**config.mk**
```make
export PLATFORM = sky130hd
export DESIGN_NAME = retire_monitor
export DESIGN_NICKNAME = d
export VERILOG_FILES = /design/src/rtl/retire_monitor.sv
export SDC_FILE = /design/constraint.sdc
export NUM_CORES = 1
export LEC_CHECK = 0
export ABC_CLOCK_PERIOD_IN_PS = 4800
export CAP_MARGIN = 20
export CORE_ASPECT_RATIO = 1.25
export CORE_MARGIN = 5
export CORE_UTILIZATION = 35
export DETAILED_ROUTE_END_ITERATION = 8
export PLACE_DENSITY = 0.71
export SYNTH_ARGS = -nofsm -noshare
export SYNTH_HDL_FRONTEND = slang
export SYNTH_SLANG_ARGS = --single-unit
export TNS_END_PERCENT = 20
```
**constraint.sdc**
```tcl
create_clock -name clk -period 4.8 [get_ports clk]
set_input_delay 0.96 -clock clk [delete_from_list [all_inputs] [get_ports clk]]
set_output_delay 0.96 -clock clk [all_outputs]
set_load 0.02 [all_outputs]
```
**src/rtl/retire_monitor.sv**
```systemverilog
// Commit-stream observer for the beaver32rv core: performance counters, a write-back
// signature, and a sticky halt flag with its cause and PC once the program stops.
module retire_monitor #(
  parameter int XLEN         = 32,
  parameter int CNT_W        = 32,
  parameter int LOOP_THRESH  = 4,
  parameter int MAX_CYCLES   = 1500,
  parameter int DRAIN_CYCLES = 2
) (
  input  logic             clk,
  input  logic             rst,
  input  logic             en,
  input  logic [XLEN-1:0]  pc_addr,
  input  logic [XLEN-1:0]  next_address,
  input  logic [31:0]      instruction,
  input  logic             reg_write,
  input  logic [4:0]       rd,
  input  logic [XLEN-1:0]  write_data,
  input  logic             mem_write,
  input  logic             branch_taken,
  output logic             halted,
  output logic [1:0]       halt_cause,
  output logic [XLEN-1:0]  halt_pc,
  output logic [CNT_W-1:0] cycle_count,
  output logic [CNT_W-1:0] retired_count,
  output logic [CNT_W-1:0] store_count,
  output logic [CNT_W-1:0] taken_count,
  output logic [31:0]      signature
);

  typedef enum logic [1:0] {RUN, DRAIN, HALTED} state_t;
  typedef enum logic [1:0] {
    CAUSE_NONE    = 2'd0,
    CAUSE_SYSTEM  = 2'd1,
    CAUSE_LOOP    = 2'd2,
    CAUSE_TIMEOUT = 2'd3
  } cause_t;

  localparam logic [31:0] ECALL  = 32'h0000_0073;
  localparam logic [31:0] EBREAK = 32'h0010_0073;

  localparam int LOOP_W  = 8;
  localparam int DRAIN_W = (DRAIN_CYCLES > 0) ? $clog2(DRAIN_CYCLES + 1) : 1;
  localparam logic [LOOP_W-1:0]  LOOP_LIMIT = LOOP_W'(LOOP_THRESH);
  localparam logic [CNT_W-1:0]   CYCLE_LIMIT = CNT_W'(MAX_CYCLES);
  localparam logic [DRAIN_W-1:0] DRAIN_LAST =
    DRAIN_W'((DRAIN_CYCLES > 0) ? DRAIN_CYCLES - 1 : 0);

  state_t              state;
  logic [LOOP_W-1:0]   loop_cnt;
  logic [DRAIN_W-1:0]  drain_cnt;

  logic [LOOP_W-1:0]   loop_next;
  logic [CNT_W-1:0]    cycle_next;
  logic [31:0]         sig_next;
  cause_t              cause_next;

  // Counters stick at all-ones rather than wrapping, so a long run never reads as short.
  function automatic logic [CNT_W-1:0] sat_inc(input logic [CNT_W-1:0] v, input logic inc);
    return (inc && (v != '1)) ? v + 1'b1 : v;
  endfunction

  // NOTE: every variable written here gets a default first so no latch is inferred.
  always_comb begin
    loop_next  = '0;
    cycle_next = sat_inc(cycle_count, 1'b1);
    sig_next   = signature;
    cause_next = CAUSE_NONE;

    if (next_address == pc_addr)
      loop_next = (loop_cnt >= LOOP_LIMIT) ? LOOP_LIMIT : loop_cnt + 1'b1;

    if (reg_write && (rd != 5'd0))
      sig_next = {signature[30:0], signature[31]} ^ write_data[31:0] ^ {27'b0, rd};

    if ((instruction == ECALL) || (instruction == EBREAK))
      cause_next = CAUSE_SYSTEM;
    else if (loop_next == LOOP_LIMIT)
      cause_next = CAUSE_LOOP;
    else if (cycle_next == CYCLE_LIMIT)
      cause_next = CAUSE_TIMEOUT;
  end

  // NOTE: sequential state uses non-blocking assignments so every register samples
  // the pre-edge values and simulation matches the synthesized flops.
  always_ff @(posedge clk) begin
    if (rst) begin
      state         <= RUN;
      loop_cnt      <= '0;
      drain_cnt     <= '0;
      halted        <= 1'b0;
      halt_cause    <= CAUSE_NONE;
      halt_pc       <= '0;
      cycle_count   <= '0;
      retired_count <= '0;
      store_count   <= '0;
      taken_count   <= '0;
      signature     <= '0;
    end else begin
      unique case (state)
        RUN: begin
          if (en) begin
            cycle_count   <= cycle_next;
            retired_count <= sat_inc(retired_count, 1'b1);
            store_count   <= sat_inc(store_count, mem_write);
            taken_count   <= sat_inc(taken_count, branch_taken);
            signature     <= sig_next;
            loop_cnt      <= loop_next;
            // The triggering instruction is still fully accounted for above.
            if (cause_next != CAUSE_NONE) begin
              halt_pc    <= pc_addr;
              halt_cause <= cause_next;
              drain_cnt  <= '0;
              if (DRAIN_CYCLES == 0) begin
                state  <= HALTED;
                halted <= 1'b1;
              end else begin
                state <= DRAIN;
              end
            end
          end
        end
        DRAIN: begin
          drain_cnt <= drain_cnt + 1'b1;
          if (drain_cnt == DRAIN_LAST) begin
            state  <= HALTED;
            halted <= 1'b1;
          end
        end
        HALTED: begin
        end
        default: state <= RUN;
      endcase
    end
  end

endmodule

```
# After elaboration in Yosys (flattened, before gate mapping)
# Cells that the tools add are included.
[totals] in_bits=139 ff_bits=207 output_inout_bits=195 elab_cells=66
[classes] muxes=13 n_addsub=6 eq_ne=15 magnitude_cmp=1 bitwise_logic=3 reduce_logical=17
[op_table] cell="adder 32 x 1 -> 32 bit (second input constant)" n=4
[op_table] cell="inequality test 32 bit (second input constant)" n=4
[op_table] cell="equality test 32 x 11 -> 1 bit (second input constant)" n=1
[op_table] cell="equality test 32 x 21 -> 1 bit (second input constant)" n=1
[op_table] cell="equality test 32 bit" n=1
[op_table] cell="equality test 32 x 7 -> 1 bit (second input constant)" n=1
[op_table] cell="2-to-1 mux 32 bit" n=1
[op_table] cell="bitwise XOR 32 bit" n=1
[op_table] cell="bitwise XOR 32 x 5 -> 32 bit" n=1
[op_table] cell="AND reduction 3 bit" n=6
[op_table] cell="2-to-1 mux 2 bit" n=8
[op_table] cell="2-to-1 mux 8 bit" n=2
[op_table] cell="adder 8 x 1 -> 8 bit (second input constant)" n=1
[op_table] cell="equality test 8 x 3 -> 1 bit (second input constant)" n=1
[op_table] cell=">= comparator 8 x 3 -> 1 bit (second input constant)" n=1
[op_table] cell="inequality test 2 bit (second input constant)" n=3
[op_table] cell="case mux 2 bit (3 select lines)" n=1
[op_table] cell="nonzero test 5 bit" n=1
[op_table] cell="equality test 2 x 1 -> 1 bit (second input constant)" n=2
[op_table] cell="case mux 2 bit (2 select lines)" n=1
[op_table] cell="AND reduction 2 bit" n=2
[op_table] cell="AND reduction 4 bit" n=1
[op_table] cell="nonzero test 2 bit" n=2
[op_table] cell="logical AND 1 bit" n=3
[op_table] cell="5 further kinds" n=5

# Longest topological paths before layout
[depth] depth_word=10 ltp_mapped=13

# Worst setup path after synthesis
# OpenSTA, ideal clock, no wires.
[synth_timing] kind="reg-to-reg" from="reg cycle_count[0]" to="reg halt_pc[0]" setup_ns=0.117 n_path_buf=1 stages_incl_launch_ff=12 required_time_ns=4.683 arrival_time_ns=3.378 slack_ns=1.305 cell_sequence="dfxtp_1 -> ha_1 -> nand4_1 -> nor4_1 -> a2111oi_0 -> a21o_1 -> a221oi_1 -> a41oi_2 -> a21oi_1 -> nor2_1 -> buf_6 -> a22o_2"
[synth_between] elab_chain_len=8 elab_cells_between_ends=9 classes_between="1 x add/sub; 2 x eq/ne; 4 x mux; 2 x reduce/logical"
[synth_rtl] item="from (decl)" line_no="24" rtl="output logic [CNT_W-1:0] cycle_count,"
[synth_rtl] item="from (signal assigned)" line_no="103" rtl="cycle_count <= cycle_next;"
[synth_rtl] item="adder 32 x 1 -> 32 bit or inequality test 32 bit (tied branches)" line_no="60" rtl="return (inc && (v != '1)) ? v + 1'b1 : v;"
[synth_rtl] item="2-to-1 mux 32 bit (*)" line_no="60"
[synth_rtl] item="equality test 32 x 11 -> 1 bit (*)" line_no="80" rtl="else if (cycle_next == CYCLE_LIMIT)"
[synth_rtl] item="2-to-1 mux 2 bit (*)" line_no="80"
[synth_rtl] item="2-to-1 mux 2 bit (*)" line_no="78" rtl="else if (loop_next == LOOP_LIMIT)"
[synth_rtl] item="2-to-1 mux 2 bit (*)" line_no="76" rtl="if ((instruction == ECALL) || (instruction == EBREAK))"
[synth_rtl] item="nonzero test 2 bit (*)" line_no="110" rtl="if (cause_next != CAUSE_NONE) begin"
[synth_rtl] item="AND reduction 3 bit (no source line) (*)"
[synth_rtl] item="to (signal assigned)" line_no="111" rtl="halt_pc <= pc_addr;"
[synth_rtl] item="to (decl)" line_no="23" rtl="output logic [XLEN-1:0] halt_pc,"
# Mark *: on every way between the ends. The rest lies on a longest branch, timed or not.
# A chain may end at the register's enable or synchronous reset.

# Final worst setup path
[layout_timing] from="reg cycle_count[0]" to="reg halt_pc[23]"
# The elaborated chain is that of the path after synthesis.

==> summary.json <==
{
  "timing": {
    "finalSetupViolations": 0,
    "tightest_slew_ns": 0.699,
    "final.period_utilization_pct": 86.4,
    "grt_setup_unrepaired": "false",
    "slew_headroom_pct": 52.8,
    "timing_max_transition_violations_final": 0,
    "finalHoldViolations": 0,
    "final.setup_skew_ns": 0.0151,
    "max_clock_freq_mhz": 241,
    "final_period_minus_worst_setup_slack_ns": 4.15,
    "hold_slack_ns": 0.475,
    "totalNegativeSetupSlack_ns": 0
  },
  "placement": {
    "gp_routability_congestion": 0.908,
    "port_buffers": 332,
    "detailed_place_hpwl_mm": 22.2
  },
  "logic_synthesis": {
    "synth.top_cells.by_area": "sky130_fd_sc_hd__dfxtp_1 (42%), sky130_fd_sc_hd__xor2_1 (8.7%), sky130_fd_sc_hd__xnor2_1 (7.3%)",
    "share_of_the_yosys_chip_area_belonging_to_registers_pct": 41.9,
    "syn-cell-area_mm2": 0.00990,
    "mean_syn_cell_area_um2": 8.68,
    "ys_ff_latch": 207,
    "syn_nets": 1287,
    "ys_warn_count": 0,
    "synth_area_leader_cell": "sky130_fd_sc_hd__dfxtp_1",
    "synth.distinct_cells": 56,
    "share_of_flip_flops_with_an_asynchronous_set_or_reset_pct": 0,
    "synth_ff_type": "sky130_fd_sc_hd__dfxtp_1",
    "netlist_instances": 1141,
    "number_of_synthesized_flops_with_an_enable_pin": 0,
    "synth.top_cell.area_share_pct": 41.9
  },
  "detailed_routing": {
    "finalWirelength_mm": 30.1,
    "vias_per_cell": 5.19,
    "ant_nets": 0,
    "drt_pass1_iterations": 5,
    "first_iter_violations": 562,
    "avgRoutedWirePerCell_um": 16.5,
    "vias": 9434,
    "drcViolationCount": 0
  },
  "critical_path": {
    "crit_path_max_incr_delay_ns": 0.71,
    "timing.critical_path.from_type": "flop",
    "worst-r2r-setup-slack_ns": 0.65,
    "worst-path-max-fanout": 31,
    "worstSetupPathType": "reg -> reg",
    "crit_path_end_kind": "flop",
    "worstPathBufferInverterCount": 1,
    "reg_to_reg_endpoint": "halt_pc[23]$_SDFFE_PP0P_",
    "slowest_stage": "sky130_fd_sc_hd__or4_1",
    "rr_startpoint": "cycle_count[0]$_SDFFE_PP0P_",
    "required_ns": 5.24,
    "path_cells": "ha_1 -> nand4_1 -> or4_1 -> a2111oi_0 -> o211ai_1 -> nor4_1 -> a41oi_2 -> a21oi_1 -> and2_1 -> buf_4 -> a22o_2",
    "cp_data_arrival_time_ns": 4.59,
    "critical_path.top_delay_family": "simple AND/OR/NAND/NOR gates",
    "r2r.worst_path.cells": 11
  },
  "finish": {
    "finalCoreUtilization_pct": 51.1,
    "multi_input_gate_area_mm2": 0.00544,
    "flip_flop_and_latch_area_mm2": 0.00414,
    "fraction_of_layout_cells_with_a_size_suffix_above_1_pct": 5.45,
    "final.fill_count": 2596,
    "layout-area-overhead-vs-synth_pct": 43.2,
    "finish.net_count": 1601,
    "antennaDiodeCount": 0
  },
  "min_path": {
    "hp-class": "reg -> reg",
    "min-delay-start": "halt_cause[1]$_SDFFE_PP0P_",
    "min_path_cells": 1,
    "timing.hold.worst_endpoint": "halt_cause[1]$_SDFFE_PP0P_"
  },
  "clocking": {
    "clkTransAtPathRegs_ns": 0.05,
    "total_clock_buffers_created_by_cts": 23,
    "clock-sinks": 207,
    "cts_htree_levels": 1,
    "cts_hold_repair.buffers": 0,
    "cts_tree": "yes",
    "cts_root_buffer": "sky130_fd_sc_hd__clkbuf_16",
    "cts_resized": 0,
    "postCtsSetupRepairBufs": 0,
    "cts-root-to-sink-buffers": 3,
    "worst_skew_pair.late_latency_ns": 0.51
  },
  "run": {
    "drv_cap": 0
  },
  "floorplan": {
    "placement_rows": 68,
    "initial_utilization_pct": 35.7,
    "core_region_area_mm2": 0.0277,
    "die_width_um": 160,
    "die_extent_in_y_um": 198,
    "die_area_mm2": 0.0318,
    "floorplan.io_pins": 334
  },
  "global_route": {
    "grt_first_pass_wirelength_mm": 47.7,
    "grt_pass1_vias": 9212,
    "grt_max_degree": 137,
    "globalRoute.totalOverflow": 0,
    "track_usage_pct": 17.7,
    "grt_antenna_before_repair": 0
  },
  "pwr": {
    "static-leakage-power_nw": 4.86,
    "powerDensity_mw_per_mm2": 265,
    "power_switching_share_pct": 23.3,
    "power.share.sequential_pct": 47.2,
    "vdd.ir_drop.worst_mv": 0.213,
    "internal_cell_power_mw": 2.88,
    "power.share.clock_pct": 43.0,
    "netSwitchingPower_mw": 0.875,
    "pwr-share-comb_pct": 9.8
  },
  "run_status": {
    "status": "finished, final reports clean"
  }
}
-- kinds of logic (layout without fill, tap and decap cells) --
family                   after synthesis  count (layout)  synth area share [%]
adder cells (fa/ha/maj)                7               7                 0.885
flip-flops                           207             207                  41.9
buffers and inverters                 71             399                  3.27
AO/OA/AOI/OAI                        161             161                  11.6
AND/OR/NAND/NOR                      506             506                  25.5
multiplexers                           9               9                 0.923
XOR/XNOR                             180             180                  15.9
-- flip-flops by register name, indices dropped and copies added (netlist names) --
register	flops
signature	32
cycle_count	32
state	2
halted	1
halt_pc	32
retired_count	32
taken_count	32
drain_cnt	2
store_count	32
loop_cnt	8
halt_cause	2
-- how the worst max path moves through the flow --
| stage | slack [ns] | to | cells after the start | from |
|---|---|---|---|---|
| floorplan | 1.30 | halt_pc[0]$_SDFFE_PP0P_ | 11 | cycle_count[0]$_SDFFE_PP0P_ |
| global placement | 0.80 | halt_pc[29]$_SDFFE_PP0P_ | 11 | cycle_count[0]$_SDFFE_PP0P_ |
| detailed placement | 0.66 | halt_pc[4]$_SDFFE_PP0P_ | 11 | cycle_count[0]$_SDFFE_PP0P_ |
| CTS | 0.67 | halt_pc[4]$_SDFFE_PP0P_ | 11 | cycle_count[0]$_SDFFE_PP0P_ |
| global route | 0.28 | halt_pc[23]$_SDFFE_PP0P_ | 11 | cycle_count[0]$_SDFFE_PP0P_ |
| finish | 0.65 | halt_pc[23]$_SDFFE_PP0P_ | 11 | cycle_count[0]$_SDFFE_PP0P_ |
-- layer usage --
layer | up-vias | global-route usage [%] | part of all wire [%]
met1 | 4413 | 21.6 | 41
met5 | - | 0 | 0
met4 | 0 | 5.51 | 2.5
li1 | 4650 | - | -
met2 | 322 | 31.2 | 49
met3 | 49 | 4.06 | 7.2
-- power groups by stage --
stage	sequential [mW]	combinational, mW	clock, mW
detailed placement	1.81	0.370	0
finish	1.77	0.369	1.61
global placement	1.81	0.367	0
CTS	1.77	0.372	1.67
global route	1.77	0.395	1.74
floorplan	1.83	0.130	0
-- cell usage in the layout (no fill, tap or decap), drive strengths merged, types with 3 or more instances in the layout --
master         count
a2111oi            3
a211oi            32
a21o               3
a21oi             36
a22o              32
a31oi              4
and2               9
and3              25
and4              18
buf               11
clkbuf            35
clkdlybuf4s50    331
clkinv             3
dfxtp            207
ha                 7
inv               19
mux2i              8
nand2             72
nand3             53
nand4             44
nor2             180
nor2b              6
nor3              26
nor4              23
o211ai             4
o21ai             29
o311a              3
o31ai              3
or2                3
or3               33
or4                7
xnor2             82
xor2              98
-- cell usage after synthesis, drive strengths merged (2+ instances only) --
cell type / n
nand2b: 2
nor4: 23
o31ai: 3
a21oi: 36
or2: 3
and4: 18
a41oi: 2
xor2: 98
nand3: 53
nor3: 26
or4: 7
and3: 25
o311a: 3
clkbuf: 40
o21ai: 29
a21o: 3
o211ai: 4
dfxtp: 207
and2: 9
nor2: 180
a211oi: 32
mux2i: 8
buf: 13
or3: 33
ha: 7
xnor2: 82
nand4: 44
a31oi: 4
inv: 18
a2111oi: 3
a22o: 32
nand2: 72
nor2b: 6
-- through the flow --
stage,std cells,setup WS [ns],instance area [um2],total power [mW]
4_1_cts,1818,0.667,14200,3.81
3_3_place_gp,1779,0.804,13500,2.17
6_report,1819,0.655,14200,3.75
2_1_floorplan,1141,1.30,9900,1.96
3_5_place_dp,1779,0.658,13500,2.18
5_1_grt,1819,0.278,14200,3.91
-- final cells by class --
| type | instances | share of cell area, % |
|---|---|---|
| clock inverters | 4 | 0.168 |
| multi-input cells | 863 | 38.3 |
| flip-flops and latches | 207 | 29.2 |
| repair buffers | 342 | 24.1 |
| inverters | 18 | 0.476 |
| clock buffers | 35 | 4.59 |
| well taps | 350 | 3.09 |
(Power assumes the default switching activity.)
